<file path="src/rtl/dm163_pkg.sv">
// -----------------------------------------------------------------------------
// dm163_pkg
// Shared constants and types for the DM163 colorshield row scanner.
//   N_ROWS / N_COLS  : matrix geometry (8x8)
//   BITS_PER_PIXEL   : serial bits per RGB pixel (3 x 8)
//   state_e          : row-scan FSM state encoding
//   cnt_width()      : counter width helper that never returns zero
// -----------------------------------------------------------------------------
package dm163_pkg;

  localparam int N_ROWS         = 8;
  localparam int N_COLS         = 8;
  localparam int BITS_PER_PIXEL = 24;

  localparam int ROW_W = $clog2(N_ROWS);
  localparam int COL_W = $clog2(N_COLS);
  localparam int BIT_W = $clog2(BITS_PER_PIXEL);

  typedef enum logic [2:0] {
    ST_IDLE    = 3'd0,
    ST_FETCH   = 3'd1,
    ST_CAPTURE = 3'd2,
    ST_SHIFT   = 3'd3,
    ST_LATCH   = 3'd4,
    ST_DISPLAY = 3'd5
  } state_e;

  // A modulus of 1 still needs a 1-bit counter that simply stays at 0.
  function automatic int cnt_width(input int n);
    return (n > 1) ? $clog2(n) : 1;
  endfunction

endpackage

</file>
<file path="src/rtl/dm163_shift_out.sv">
// -----------------------------------------------------------------------------
// dm163_shift_out
// Parallel-load 24-bit serializer for the DM163 SCK/SDA interface.
// Bit 23 of the loaded word goes out first. Each bit shows sda with sck low
// for CLK_DIV clocks, then sck high for CLK_DIV clocks; the register only
// shifts at the end of a high phase, so sda never moves while sck is high.
// Ports:
//   i_clk    system clock
//   i_rst    synchronous active-high reset
//   i_load   capture i_din into the shift register
//   i_din    24-bit word, bit 23 shifted first
//   i_start  begin a 24-bit transfer (low phase of bit 23 starts next clk)
//   o_sck    DM163 serial clock
//   o_sda    DM163 serial data (held low when idle)
//   o_done   1-clk pulse on the final clk of the last high phase, so the
//            controller leaves its shift state exactly as sck drops
// -----------------------------------------------------------------------------
module dm163_shift_out
  import dm163_pkg::*;
#(
  parameter int CLK_DIV = 1
) (
  input  logic                      i_clk,
  input  logic                      i_rst,
  input  logic                      i_load,
  input  logic [BITS_PER_PIXEL-1:0] i_din,
  input  logic                      i_start,
  output logic                      o_sck,
  output logic                      o_sda,
  output logic                      o_done
);

  localparam int                   DIV_W    = cnt_width(CLK_DIV);
  localparam logic [DIV_W-1:0]     DIV_LAST = DIV_W'(CLK_DIV - 1);
  localparam logic [BIT_W-1:0]     BIT_LAST = BIT_W'(BITS_PER_PIXEL - 1);

  logic [BITS_PER_PIXEL-1:0] r_sreg;
  logic [DIV_W-1:0]          r_div;
  logic [BIT_W-1:0]          r_bit;
  logic                      r_active;
  logic                      r_phase;   // 0 = sck low half, 1 = sck high half

  logic w_div_last;
  logic w_bit_last;

  assign w_div_last = (r_div == DIV_LAST);
  assign w_bit_last = (r_bit == BIT_LAST);

  assign o_sck  = r_active & r_phase;
  assign o_sda  = r_active & r_sreg[BITS_PER_PIXEL-1];
  assign o_done = r_active & r_phase & w_div_last & w_bit_last;

  // NOTE: sequential state uses non-blocking assignments so every register
  // samples pre-edge values regardless of statement order.
  always_ff @(posedge i_clk) begin
    if (i_rst) begin
      // NOTE: the data register is reset too, so an abandoned transfer can
      // never leak stale bits onto sda after reset.
      r_sreg   <= '0;
      r_div    <= '0;
      r_bit    <= '0;
      r_active <= 1'b0;
      r_phase  <= 1'b0;
    end else begin
      if (i_load) begin
        r_sreg <= i_din;
      end
      if (i_start) begin
        r_active <= 1'b1;
        r_phase  <= 1'b0;
        r_div    <= '0;
        r_bit    <= '0;
      end else if (r_active) begin
        if (w_div_last) begin
          r_div <= '0;
          if (r_phase) begin
            r_phase <= 1'b0;
            r_sreg  <= {r_sreg[BITS_PER_PIXEL-2:0], 1'b0};
            if (w_bit_last) begin
              r_active <= 1'b0;
            end else begin
              r_bit <= r_bit + 1'b1;
            end
          end else begin
            r_phase <= 1'b1;
          end
        end else begin
          r_div <= r_div + 1'b1;
        end
      end
    end
  end

endmodule

</file>
<file path="src/rtl/dm163_row_scanner.sv">
// -----------------------------------------------------------------------------
// dm163_row_scanner
// Row-scan sequencer for the DM163 8x8 RGB colorshield. Per row: fetch each
// pixel (col 7 down to 0), serialize it B,G,R MSB-first, pulse lat, then
// enable the row for HOLD_CYCLES clocks before moving on.
// Ports:
//   i_clk      system clock
//   i_rst      synchronous active-high reset
//   i_enable   run scan; sampled in IDLE and at the end of DISPLAY only
//   o_rd_addr  frame buffer address {row, col}, non-zero only during FETCH
//   o_rd_en    read strobe; i_rd_data is valid one clk later
//   i_rd_data  pixel {R, G, B}
//   o_sck      DM163 serial clock
//   o_sda      DM163 serial data
//   o_lat      DM163 latch, 1-clk pulse
//   o_row_idx  row currently latched / displayed
//   o_row_en   high only while the row is displayed (blanks during shifting)
// -----------------------------------------------------------------------------
module dm163_row_scanner
  import dm163_pkg::*;
#(
  parameter int CLK_DIV     = 1,
  parameter int HOLD_CYCLES = 1000
) (
  input  logic                      i_clk,
  input  logic                      i_rst,
  input  logic                      i_enable,
  output logic [ROW_W+COL_W-1:0]    o_rd_addr,
  output logic                      o_rd_en,
  input  logic [BITS_PER_PIXEL-1:0] i_rd_data,
  output logic                      o_sck,
  output logic                      o_sda,
  output logic                      o_lat,
  output logic [ROW_W-1:0]          o_row_idx,
  output logic                      o_row_en
);

  localparam int               HOLD_W    = cnt_width(HOLD_CYCLES);
  localparam logic [HOLD_W-1:0] HOLD_LAST = HOLD_W'(HOLD_CYCLES - 1);
  localparam logic [COL_W-1:0]  COL_LAST  = COL_W'(N_COLS - 1);

  state_e            r_state;
  state_e            w_next;
  logic [ROW_W-1:0]  r_row;
  logic [COL_W-1:0]  r_col;
  logic [HOLD_W-1:0] r_hold;
  logic [ROW_W-1:0]  r_row_idx;

  logic                      w_load;
  logic                      w_done;
  logic                      w_hold_last;
  logic [BITS_PER_PIXEL-1:0] w_bgr;

  assign w_hold_last = (r_hold == HOLD_LAST);
  assign o_row_idx   = r_row_idx;

  // The DM163 expects blue first, so reorder {R,G,B} into {B,G,R}.
  assign w_bgr = {i_rd_data[7:0], i_rd_data[15:8], i_rd_data[23:16]};

  dm163_shift_out #(
    .CLK_DIV (CLK_DIV)
  ) u_shift_out (
    .i_clk   (i_clk),
    .i_rst   (i_rst),
    .i_load  (w_load),
    .i_din   (w_bgr),
    .i_start (w_load),
    .o_sck   (o_sck),
    .o_sda   (o_sda),
    .o_done  (w_done)
  );

  always_ff @(posedge i_clk) begin
    if (i_rst) begin
      r_state <= ST_IDLE;
    end else begin
      r_state <= w_next;
    end
  end

  // NOTE: every output of this block gets a default first; a path that
  // skipped an assignment would otherwise infer a latch.
  always_comb begin
    w_next    = r_state;
    o_rd_en   = 1'b0;
    o_rd_addr = '0;
    o_lat     = 1'b0;
    o_row_en  = 1'b0;
    w_load    = 1'b0;
    case (r_state)
      ST_IDLE: begin
        if (i_enable) begin
          w_next = ST_FETCH;
        end
      end
      ST_FETCH: begin
        o_rd_en   = 1'b1;
        o_rd_addr = {r_row, r_col};
        w_next    = ST_CAPTURE;
      end
      ST_CAPTURE: begin
        w_load = 1'b1;
        w_next = ST_SHIFT;
      end
      ST_SHIFT: begin
        if (w_done) begin
          w_next = (r_col != '0) ? ST_FETCH : ST_LATCH;
        end
      end
      ST_LATCH: begin
        o_lat  = 1'b1;
        w_next = ST_DISPLAY;
      end
      ST_DISPLAY: begin
        o_row_en = 1'b1;
        if (w_hold_last) begin
          w_next = i_enable ? ST_FETCH : ST_IDLE;
        end
      end
      default: begin
        w_next = ST_IDLE;
      end
    endcase
  end

  always_ff @(posedge i_clk) begin
    if (i_rst) begin
      r_row     <= '0;
      r_col     <= COL_LAST;
      r_hold    <= '0;
      r_row_idx <= '0;
    end else begin
      case (r_state)
        ST_IDLE: begin
          // A restart after stopping always begins a fresh frame.
          r_row <= '0;
          r_col <= COL_LAST;
        end
        ST_SHIFT: begin
          if (w_done) begin
            if (r_col != '0) begin
              r_col <= r_col - 1'b1;
            end else begin
              // Loaded on entry to LATCH so row_idx changes with the latch.
              r_row_idx <= r_row;
            end
          end
        end
        ST_LATCH: begin
          r_hold <= '0;
        end
        ST_DISPLAY: begin
          if (w_hold_last) begin
            r_row <= r_row + 1'b1;
            r_col <= COL_LAST;
          end else begin
            r_hold <= r_hold + 1'b1;
          end
        end
        default: begin
        end
      endcase
    end
  end

endmodule

</file>
<file path="config.mk">
export PLATFORM = sky130hd
export DESIGN_NAME = dm163_row_scanner
export DESIGN_NICKNAME = d
export VERILOG_FILES = /design/src/rtl/dm163_pkg.sv /design/src/rtl/dm163_shift_out.sv /design/src/rtl/dm163_row_scanner.sv
export SDC_FILE = /design/constraint.sdc
export NUM_CORES = 1
export LEC_CHECK = 0
export ABC_AREA = 1
export BUFFER_PORTS_ARGS = -buffer_cell sky130_fd_sc_hd__buf_2
export CAP_MARGIN = 10
export CORE_MARGIN = 1.5
export CORE_UTILIZATION = 55
export CTS_CLUSTER_DIAMETER = 60
export DETAILED_ROUTE_END_ITERATION = 7
export GPL_TIMING_DRIVEN = 1
export PLACE_DENSITY = 0.87
export SLEW_MARGIN = 0
export SYNTH_ARGS = -nofsm -noshare
export SYNTH_HDL_FRONTEND = slang
export SYNTH_SLANG_ARGS = --single-unit
</file>
<file path="constraint.sdc">
create_clock -name i_clk -period 2.2 [get_ports i_clk]
set_clock_uncertainty 0.15 [all_clocks]
set_input_delay 0.11 -clock i_clk [delete_from_list [all_inputs] [get_ports i_clk]]
set_output_delay 0.11 -clock i_clk [all_outputs]
set_load 0.01 [all_outputs]
</file>
==> results of run 1 <==
## flip-flops by register name, summed over array words and instances, names as in the netlist
register and count:
r_hold 10, u_shift_out.r_phase 1, r_row 3, u_shift_out.r_active 1, r_col 3, u_shift_out.r_sreg 24, o_row_idx 3, r_state 3
u_shift_out.r_bit 5
## cells by family after synthesis
logic type | share of synthesized area (%)
AND/OR/NAND/NOR | 33.3
AO/OA/AOI/OAI | 15.0
flip-flops | 40.5
buffers and inverters | 8.12
adder cells (fa/ha/maj) | 2.39
XOR/XNOR | 0.669
## cells in the mapped netlist
cell type,n
o21ai_1,2
nand2_4,2
a21oi_2,7
nor3_1,13
nor2_2,1
nand2_1,62
buf_2,4
a21oi_1,15
xor2_1,1
ha_1,5
dfxtp_1,53
inv_2,6
a31oi_1,8
inv_1,25
buf_8,1
nand2_8,1
a22oi_1,2
buf_4,3
nor2_4,1
clkinv_4,1
or2_2,3
o31ai_1,1
buf_6,2
nand3_2,2
a211oi_1,1
a21o_1,1
nand3_4,1
o221ai_1,1
nor2_1,65
o22ai_1,4
clkbuf_1,2
nand4_1,6
o21ai_0,25
nand2_2,9
nand3_1,24
xnor2_1,1
## worst min-delay path, delay by kind of cell
kind / cells / cell delay (ps)
and+or+nand+nor: 1 / 170
AOI/OAI and AO/OA: 1 / 90
buffers and inverters: 1 / 70
## power by group through the flow
stage | clock network, mW | registers, mW | logic, mW
2_1_floorplan | 0 | 1.17 | 0.419
3_3_place_gp | 0 | 1.18 | 0.512
3_5_place_dp | 0 | 1.19 | 0.524
4_1_cts | 0.574 | 1.17 | 0.558
5_1_grt | 0.604 | 1.18 | 0.628
6_report | 0.565 | 1.17 | 0.561
## metrics by stage
step	std cells	total power, mW	area [um2]	hold WS [ps]
2_1_floorplan	361	1.59	2620	98.7
4_1_cts	473	2.30	3120	0.172
3_5_place_dp	443	1.71	2810	214
6_report	473	2.29	3120	15.3
3_3_place_gp	443	1.70	2810	214
5_1_grt	473	2.41	3120	19.9
## layout make-up
type / count / area, um2
Tap cell: 52 / 65.1
Multi-Input combinational cell: 264 / 1350
Fill cell: 343 / 1350
Clock buffer: 5 / 68.8
Clock inverter: 3 / 21.3
Inverter: 32 / 125
Timing Repair Buffer: 64 / 435
Sequential cell: 53 / 1060
## what timing repair did
item | CTS | global route
endpoints found under the hold margin | 22 | 0
buffers inserted | 0 | 0
hold buffers | 22 | 0
## metal layers
metal | part of all wire [%] | routed length (um) | global-route usage (%) | vias up
met5 | 0 | 0 | 0 | -
li1 | - | - | - | 1311
met4 | 2.0 | 121 | 8.60 | 0
met2 | 49 | 2980 | 43.4 | 82
met3 | 5.3 | 323 | 4.86 | 17
met1 | 43 | 2630 | 27.2 | 1134
## how the worst max path moves through the flow
stage / to / cells after the start / startpoint
global route: r_col[0]$_SDFFE_PP1P_ / 7 / u_shift_out.r_active$_SDFF_PP0_
finish: r_col[2]$_SDFFE_PP1P_ / 7 / u_shift_out.r_active$_SDFF_PP0_
CTS: r_col[1]$_SDFFE_PP1P_ / 7 / u_shift_out.r_active$_SDFF_PP0_
detailed placement: r_col[1]$_SDFFE_PP1P_ / 7 / u_shift_out.r_active$_SDFF_PP0_
global placement: r_col[0]$_SDFFE_PP1P_ / 7 / u_shift_out.r_active$_SDFF_PP0_
floorplan: r_hold[2]$_SDFFE_PP0P_ / 9 / r_hold[0]$_SDFFE_PP0P_
==> results.json, run 1 <==
{
  "status": "complete, no violations",
  "ys_seq_elements": 53,
  "r2r_cells": 7,
  "p_clk_share_pct": 24.6,
  "core_um2": 4470,
  "synth.avg_cell_area_um2": 7.25,
  "chipHeight_um": 72,
  "grt_antenna_before_repair": 0,
  "ys_seq_area_share_pct": 40.5,
  "seqPwrFrac_pct": 50.9,
  "timing.fmax_ghz": 0.571,
  "grt_pass1_wl_um": 9870,
  "r2r_end": "r_col[2]$_SDFFE_PP1P_",
  "cts_tree": "built",
  "drv_cap": 0,
  "cts_sinks": 53,
  "drtIter0Drc": 199,
  "rr_startpoint": "u_shift_out.r_active$_SDFF_PP0_",
  "grt_pass1_vias": 2369,
  "peakVddDrop_v": 0.000533,
  "ant_nets": 0,
  "path_class": "flop to flop",
  "clockRootBuffer": "clkbuf_8",
  "drive_above_1_share_pct": 20.0,
  "cp_max_fo": 13,
  "reg2reg_slack_ps": 450,
  "gp_congestion": 0.855,
  "cpMaxStageDelayCell": "dfxtp_1",
  "crit_arrival_ps": 1810,
  "switching_share_pct": 33.1,
  "areaGrowthSynthToFinish_pct": 19.2,
  "post_cts_resized": 0,
  "drt-total-wl_um": 6060,
  "overflow": 0,
  "final_common_cell": "nor2_1",
  "whs_path_depth": 3,
  "track_usage_pct": 23.7,
  "fin_crit_sh_pct": 79.6,
  "initial_core_util_pct": 58.5,
  "io_pins": 41,
  "crit_chain": "nand2_2 > inv_2 > nand3_2 > nand2_1 > nand3_1 > nand2_1 > nand3_1",
  "numCtsBuffers": 5,
  "preCtsSetupSlack_ps": 459,
  "dp_hpwl_um": 4140,
  "cpPeakStageDelay_ps": 400,
  "clk_path_buf_depth": 2,
  "max_slew_margin_pct": 71.5,
  "wl_per_cell_um": 12.8,
  "synthTopCellsByArea": "dfxtp_1 41%, nor2_1 9.3%, nand2_1 8.9%, o21ai_0 4.8%, nand3_1 4.6%",
  "hold_end": "u_shift_out.r_sreg[15]$_SDFF_PP0_",
  "worst_ep_required_time_ps": 2260,
  "via_per_inst": 5.38,
  "syn-cell-area_um2": 2620,
  "setup_viol": 0,
  "layout_common_cells": "65 x nor2_1, 62 x nand2_1, 53 x dfxtp_1, 40 x buf_2",
  "clkSlewWorstSetupHoldPaths_ps": 110,
  "worst_slew_pin_slew_ps": 428,
  "hold_viol": 0,
  "endpoint_kind": "flop",
  "drc_errors": 0,
  "final_util_pct": 69.8,
  "internal-power_mw": 1.53,
  "drt-pass1-iter-count": 4,
  "dieWidth_um": 72,
  "cpLargestDelayFamily": "simple AND/OR/NAND/NOR gates",
  "antenna_cells": 0,
  "clk_latency_ps": 320,
  "hp-class": "input pin to flop",
  "yosysTopAreaCellShare_pct": 40.5,
  "grt_max_degree": 20,
  "synth_cell_type_count": 36,
  "synth_nets": 393,
  "period_minus_slack_ps": 1750,
  "rows": 24,
  "yosysTopAreaCell": "dfxtp_1",
  "fin_setup_tns_ps": 0,
  "critPathBufInv": 1,
  "syn_inst": 361,
  "yosysWarnings": 0,
  "min_from": "i_rd_data[15]",
  "power_frac_comb_pct": 24.4,
  "die-area_um2": 5180,
  "setup_slack_ps": 449,
  "rsz0062_at_grt": "no",
  "nNetsFinal": 452,
  "start_kind": "flop",
  "htree_num_levels": 2,
  "power_leakage_nw": 1.35,
  "slew_violations": 0,
  "portBuffers": 40,
  "num_vias": 2544,
  "p_switching_mw": 0.760,
  "power-per-cell-area_nw_per_um2": 735
}
(Power assumes the default switching activity.)
==> inputs of run 2 (changes only) <==
--- a/config.mk
+++ b/config.mk
@@ -5,15 +5,15 @@
 export SDC_FILE = /design/constraint.sdc
 export NUM_CORES = 1
 export LEC_CHECK = 0
-export ABC_AREA = 1
+export ABC_AREA = 0
 export BUFFER_PORTS_ARGS = -buffer_cell sky130_fd_sc_hd__buf_2
 export CAP_MARGIN = 10
 export CORE_MARGIN = 1.5
-export CORE_UTILIZATION = 55
+export CORE_UTILIZATION = 51
 export CTS_CLUSTER_DIAMETER = 60
 export DETAILED_ROUTE_END_ITERATION = 7
 export GPL_TIMING_DRIVEN = 1
-export PLACE_DENSITY = 0.87
+export PLACE_DENSITY = 0.84
 export SLEW_MARGIN = 0
 export SYNTH_ARGS = -nofsm -noshare
 export SYNTH_HDL_FRONTEND = slang
==> constraint.sdc (replaced) <==
create_clock -name i_clk -period 1.5 [get_ports i_clk]
set_clock_uncertainty 0.15 [all_clocks]
set_input_delay 0.075 -clock i_clk [delete_from_list [all_inputs] [get_ports i_clk]]
set_output_delay 0.075 -clock i_clk [all_outputs]
set_load 0.01 [all_outputs]
==> run 2 against run 1 <==
The run now ends with setup timing left. Synthesized cell count shrank 15%. Synthesized area increased by 5.4%. Combinational power up 19%. Critical path depth is 1 lower. Largest cell class unchanged. Sequential share of layout area decreased by 7.6 points.
==> results.json, run 2 <==
{
  "status": "finished with violations",
  "failed_checks": "setup timing",
  "path_class": "flop to primary output",
  "htree_num_levels": 2,
  "internal-power_mw": 2.32,
  "peakVddDrop_v": 0.000558,
  "num-fill-cells": 285,
  "io_pins": 41,
  "areaGrowthSynthToFinish_pct": 47.8,
  "nNetsFinal": 449,
  "endpoint_kind": "primary output",
  "crit_top_cell": "buf_6",
  "num_vias": 2870,
  "gp_congestion": 0.821,
  "dieWidth_um": 76.6,
  "p_switching_mw": 0.920,
  "synth_common_cells": "57 x nand2_1, 56 x nor2_1, 53 x dfxtp_1",
  "clk_latency_ps": 320,
  "synth_cell_type_count": 56,
  "worst_slew_pin_slew_ps": 417,
  "fin_crit_sh_pct": 117,
  "initial_core_util_pct": 53.3,
  "setup_viol": 32,
  "regMostFlops": "u_shift_out.r_sreg",
  "layout_common_cells": "57 x nand2_1, 46 x buf_4, 44 x nor2_1, 40 x dfxtp_1, 34 x buf_2",
  "worst_ep_required_time_ps": 1270,
  "drt-total-wl_um": 9200,
  "total_power_mw": 3.24,
  "cts_tree": "built",
  "switching_share_pct": 28.4,
  "rsz0062_at_grt": "yes",
  "ys_seq_elements": 53,
  "ys_seq_area_share_pct": 38.5,
  "final_util_pct": 78.8,
  "cp_max_fo": 4,
  "clk_path_buf_depth": 2,
  "synth.most_common_cell": "nand2_1",
  "final_common_cell": "nand2_1",
  "preCtsSetupSlack_ps": -104,
  "power_leakage_nw": 1.68,
  "antenna_cells": 0,
  "overflow": 0,
  "grt_pass1_vias": 2787,
  "cts_sinks": 53,
  "crit_chain": "buf_6 > buf_6 > nor3b_4 > buf_6 > and2_4 > buf_6",
  "synthTopCellsByArea": "dfxtp_1 38%, a311oi_2 13%, nand2_1 7.8%, nor2_1 7.6%, xor2_1 3.2%",
  "crit_arrival_ps": 1530,
  "max_slew_margin_pct": 72.2,
  "syn-cell-area_um2": 2760,
  "drv_cap": 0,
  "largestRegisters": "u_shift_out.r_sreg (24), r_hold (10), u_shift_out.r_bit (5)",
  "core_um2": 5170,
  "cpMaxStageDelayCell": "dfxtp_2",
  "largest_register_ff_count": 24,
  "portBuffers": 40,
  "yosysTopAreaCell": "dfxtp_1",
  "grt_pass1_wl_um": 13400,
  "postSynth.asyncResetShare_pct": 0,
  "drc_errors": 0,
  "clkSlewWorstSetupHoldPaths_ps": 100,
  "reg2reg_slack_ps": -170,
  "clockRootBuffer": "clkbuf_8",
  "wl_per_cell_um": 18.9,
  "cpPeakStageDelay_ps": 340,
  "p_clk_share_pct": 31.6,
  "numCtsBuffers": 5,
  "via_per_inst": 5.88,
  "dp_hpwl_um": 4410,
  "timing.fmax_ghz": 0.569,
  "rows": 26,
  "grt_max_degree": 25,
  "yosysWarnings": 0,
  "drive_above_1_share_pct": 48.3,
  "seqPwrFrac_pct": 47.7,
  "hold_viol": 0,
  "synth_top_flop_cell": "dfxtp_1",
  "drtIter0Drc": 286,
  "track_usage_pct": 28.6,
  "die-area_um2": 5860,
  "chipHeight_um": 76.6,
  "start_kind": "flop",
  "synth_edf_count": 0,
  "hp-class": "input pin to flop",
  "ant_nets": 0,
  "setup_slack_ps": -259,
  "slew_violations": 0,
  "synth_nets": 339,
  "syn_inst": 307,
  "power_frac_comb_pct": 20.7,
  "yosysTopAreaCellShare_pct": 38.5,
  "drt-pass1-iter-count": 5,
  "synth.avg_cell_area_um2": 8.99,
  "grt_antenna_before_repair": 0,
  "period_minus_slack_ps": 1760,
  "power-per-cell-area_nw_per_um2": 795
}
-- run 2: layer usage --
| layer | global-route usage (%) | up-vias | part of all wire (%) |
|---|---|---|---|
| met4 | 13.0 | 0 | 6.3 |
| met2 | 50.1 | 163 | 48 |
| met3 | 4.67 | 57 | 5.8 |
| met5 | 0 | - | 0 |
| met1 | 34.2 | 1364 | 40 |
| li1 | - | 1286 | - |
-- run 2: cells by family after synthesis --
family,share of synthesized area [%]
AO/OA/AOI/OAI,19.0
AND/OR/NAND/NOR,28.9
adder cells (fa/ha/maj),2.27
flip-flops,38.5
buffers and inverters,5.44
multiplexers,1.81
XOR/XNOR,4.13
-- run 2: area by class of cell --
type                       count  area, um2  share of cell area [%]
inverter                       6       30.0                   0.737
timing repair buffer         122       1000                    24.5
sequential                    53       1080                    26.4
clock buffer                   5       68.8                    1.69
clock inverter                 3       46.3                    1.14
multi-input combinational    229       1770                    43.3
tap                           70       87.6                    2.15
-- run 2: power groups by stage --
stage	Clock, mW	Sequential, mW	Combinational [mW]
2_1_floorplan	0	1.55	0.346
3_3_place_gp	0	1.56	0.449
3_5_place_dp	0	1.56	0.465
4_1_cts	1.01	1.53	0.595
5_1_grt	1.07	1.55	0.710
6_report	1.02	1.54	0.670
-- run 2: path summary, 6_finish.rpt --
kind | from | to | cells after the start
setup / recovery | r_state[2]$_SDFFE_PP0P_ | o_rd_addr[3] | 6
hold / removal | i_rst | r_hold[1]$_SDFFE_PP0P_ | 2
setup reg to reg | r_col[0]$_SDFFE_PP1P_ | r_col[2]$_SDFFE_PP1P_ | 7
hold reg to reg | u_shift_out.r_sreg[0]$_SDFF_PP0_ | u_shift_out.r_sreg[0]$_SDFF_PP0_ | 2
-- run 2: per-stage QoR --
stage          cell area, um2  hold WS (ps)  instances  TNS (ps)
2_1_floorplan            2800          61.0        307      -261
6_report                 4080          25.6        488     -3560
4_1_cts                  3880          6.67        483     -5300
3_3_place_gp             3300           193        441      -404
5_1_grt                  4080          27.9        488     -5500
3_5_place_dp             3300           202        441     -1780
-- run 2: worst max-delay path: cells and delay by family (launching register included) --
family	cells	cell delay, ps
buf+inv	4	480
simple gates	2	410
flops	1	340
-- run 2: repair_timing --
| action | CTS | global route |
|---|---|---|
| hold endpoints to repair | 25 | 0 |
| cloned | 1 | 0 |
| endpoints found under the setup margin | 54 | 62 |
| gates resized for setup | 32 | 44 |
| pin swaps | 15 | 23 |
| buffers inserted | 8 | 5 |
| hold buffers | 25 | 0 |
==> inputs of run 3 (changes only) <==
--- a/config.mk
+++ b/config.mk
@@ -9,11 +9,12 @@
 export BUFFER_PORTS_ARGS = -buffer_cell sky130_fd_sc_hd__buf_2
 export CAP_MARGIN = 10
 export CORE_MARGIN = 1.5
-export CORE_UTILIZATION = 51
+export CORE_UTILIZATION = 53
+export CTS_BUF_LIST = sky130_fd_sc_hd__clkbuf_8
 export CTS_CLUSTER_DIAMETER = 60
 export DETAILED_ROUTE_END_ITERATION = 7
 export GPL_TIMING_DRIVEN = 1
-export PLACE_DENSITY = 0.84
+export PLACE_DENSITY = 0.87
 export SLEW_MARGIN = 0
 export SYNTH_ARGS = -nofsm -noshare
 export SYNTH_HDL_FRONTEND = slang
==> run 3 against run 2 <==
The flow still finishes with violations (setup timing). Clock power is 11% lower. Clock-buffer cell count unchanged. Critical endpoint is now r_col[1]$_SDFFE_PP1P_. Global-route usage is 2.4 points higher. Combinational power is 11% higher. Critical path type is now flop to flop. Maximum frequency fell by 0.15%.
==> results.json, run 3 (synthesis gave the netlist of run 2 again) <==
{
  "rr_startpoint": "r_state[2]$_SDFFE_PP0P_",
  "track_usage_pct": 31.0,
  "grt_pass1_wl_um": 13000,
  "cp_max_fo": 4,
  "worst_ep_required_time_ps": 1560,
  "regMostFlops": "u_shift_out.r_sreg",
  "rsz0062_at_grt": "yes",
  "place_area_um2": 3280,
  "min_from": "i_enable",
  "worst_slew_pin_slew_ps": 471,
  "reg2reg_slack_ps": -260,
  "io_pins": 41,
  "num_vias": 3047,
  "status": "finished with violations",
  "peakVddDrop_v": 0.000554,
  "htree_num_levels": 2,
  "power_leakage_nw": 1.70,
  "clk_path_buf_depth": 2,
  "dp_cells": 439,
  "clk_latency_ps": 330,
  "grt_antenna_before_repair": 0,
  "endpoint_kind": "flop",
  "max_slew_margin_pct": 68.5,
  "hold_viol": 0,
  "core_um2": 5070,
  "timing.fmax_ghz": 0.568,
  "cpMaxStageDelayCell": "dfxtp_2",
  "preCtsSetupSlack_ps": -123,
  "cts_tree": "built",
  "total_power_mw": 3.20,
  "cpLargestDelayFamily": "simple AND/OR/NAND/NOR gates",
  "drv_cap": 0,
  "period_minus_slack_ps": 1760,
  "grt_pass1_vias": 2660,
  "design_area_um2": 4200,
  "ant_nets": 0,
  "final_common_cell": "nand2_1",
  "crit_chain": "buf_6 > buf_4 > nand3b_4 > inv_4 > nand4_1 > o21ai_2 > and4b_1 > a21oi_1",
  "setup_slack_ps": -261,
  "via_per_inst": 6.17,
  "numCtsBuffers": 5,
  "dp_hpwl_um": 4360,
  "holdWs_ps": 126,
  "critPathBufInv": 3,
  "cpPeakStageDelay_ps": 380,
  "drt-pass1-iter-count": 5,
  "r2r_cells": 8,
  "hp-class": "input pin to flop",
  "crit_arrival_ps": 1820,
  "final_util_pct": 82.7,
  "largestRegisters": "u_shift_out.r_sreg (24), r_hold (10), u_shift_out.r_bit (5)",
  "drive_above_1_share_pct": 50.9,
  "gp_congestion": 0.839,
  "failed_checks": "setup timing",
  "setup_viol": 42,
  "clockRootBuffer": "clkbuf_8",
  "power-per-cell-area_nw_per_um2": 762,
  "antenna_cells": 0,
  "cts_sinks": 53,
  "drt-total-wl_um": 10500,
  "path_class": "flop to flop",
  "largest_register_ff_count": 24,
  "fin_setup_tns_ps": -5570,
  "fin_cells": 494,
  "drtIter0Drc": 309,
  "slew_violations": 0,
  "die-area_um2": 5650,
  "overflow": 0,
  "nNetsFinal": 455,
  "chipHeight_um": 75.2,
  "portBuffers": 40,
  "rows": 26,
  "dieWidth_um": 75.2,
  "fin_crit_sh_pct": 117,
  "drc_errors": 0,
  "start_kind": "flop",
  "whs_path_depth": 3,
  "hold_end": "r_state[0]$_SDFFE_PP0P_",
  "layout_common_cells": "53 x nand2_1, 49 x buf_4, 40 x dfxtp_1, 38 x nor2_1, 31 x buf_2",
  "clkSlewWorstSetupHoldPaths_ps": 120,
  "grt_max_degree": 26,
  "wl_per_cell_um": 21.3,
  "r2r_end": "r_col[1]$_SDFFE_PP1P_",
  "areaGrowthSynthToFinish_pct": 52.1,
  "initial_core_util_pct": 54.4
}
## run 3: changes by cell type in the layout (fill, tap and decap cells not counted), sizes merged
cell,previous run,this run
bufinv,1,0
inv,5,7
clkinv,2,1
buf,97,103
## run 3: what timing repair did
item | CTS | global route
endpoints found under the setup margin | 56 | 46
pin swaps | 16 | 27
gates resized for setup | 46 | 51
setup buffers | 13 | 8
endpoints found under the hold margin | 26 | 0
hold buffers | 25 | 0
gates cloned | 1 | 0
## run 3: metal layers
| metal | GRT usage, % | vias to the layer above | share of wire, % |
|---|---|---|---|
| li1 | - | 1294 | - |
| met1 | 40.0 | 1465 | 39 |
| met2 | 49.2 | 220 | 48 |
| met3 | 5.76 | 68 | 7.6 |
| met4 | 16.9 | 0 | 5.6 |
| met5 | 0 | - | 0 |
## run 3: power by group
group          switching (mW)  total [mW]  internal [mW]
clock network           0.564       0.906          0.342
logic                   0.379       0.741          0.361
registers              0.0591        1.55           1.49
total                    1.00        3.20           2.19
## run 3: final cells by class
cell class	instances	area (um2)
multi-input combinational	229	1840
fill	250	880
clock inverter	3	25.0
timing repair buffer	128	1070
inverter	6	32.5
clock buffer	5	68.8
sequential	53	1080
tap	70	87.6
## run 3: how the worst max path moves through the flow
| stage | startpoint | end | slack (ps) | cells after the start |
|---|---|---|---|---|
| finish | r_state[2]$_SDFFE_PP0P_ | r_col[1]$_SDFFE_PP1P_ | -260 | 8 |
| global placement | r_state[1]$_SDFFE_PP0P_ | u_shift_out.r_sreg[23]$_SDFF_PP0_ | -50 | 4 |
| floorplan | r_state[1]$_SDFFE_PP0P_ | u_shift_out.r_sreg[11]$_SDFF_PP0_ | -20 | 6 |
| detailed placement | r_state[1]$_SDFFE_PP0P_ | u_shift_out.r_sreg[4]$_SDFF_PP0_ | -120 | 4 |
| CTS | r_state[1]$_SDFFE_PP0P_ | o_rd_addr[2] | -140 | 5 |
| global route | r_state[2]$_SDFFE_PP0P_ | r_col[1]$_SDFFE_PP1P_ | -280 | 8 |
## run 3: worst reg2reg max path, delay by kind of cell (launching register included)
kind / cells / cell delay [ps]
DFF: 1 / 380
AOI/OAI and AO/OA: 2 / 230
buffers and inverters: 3 / 360
and+or+nand+nor: 3 / 530
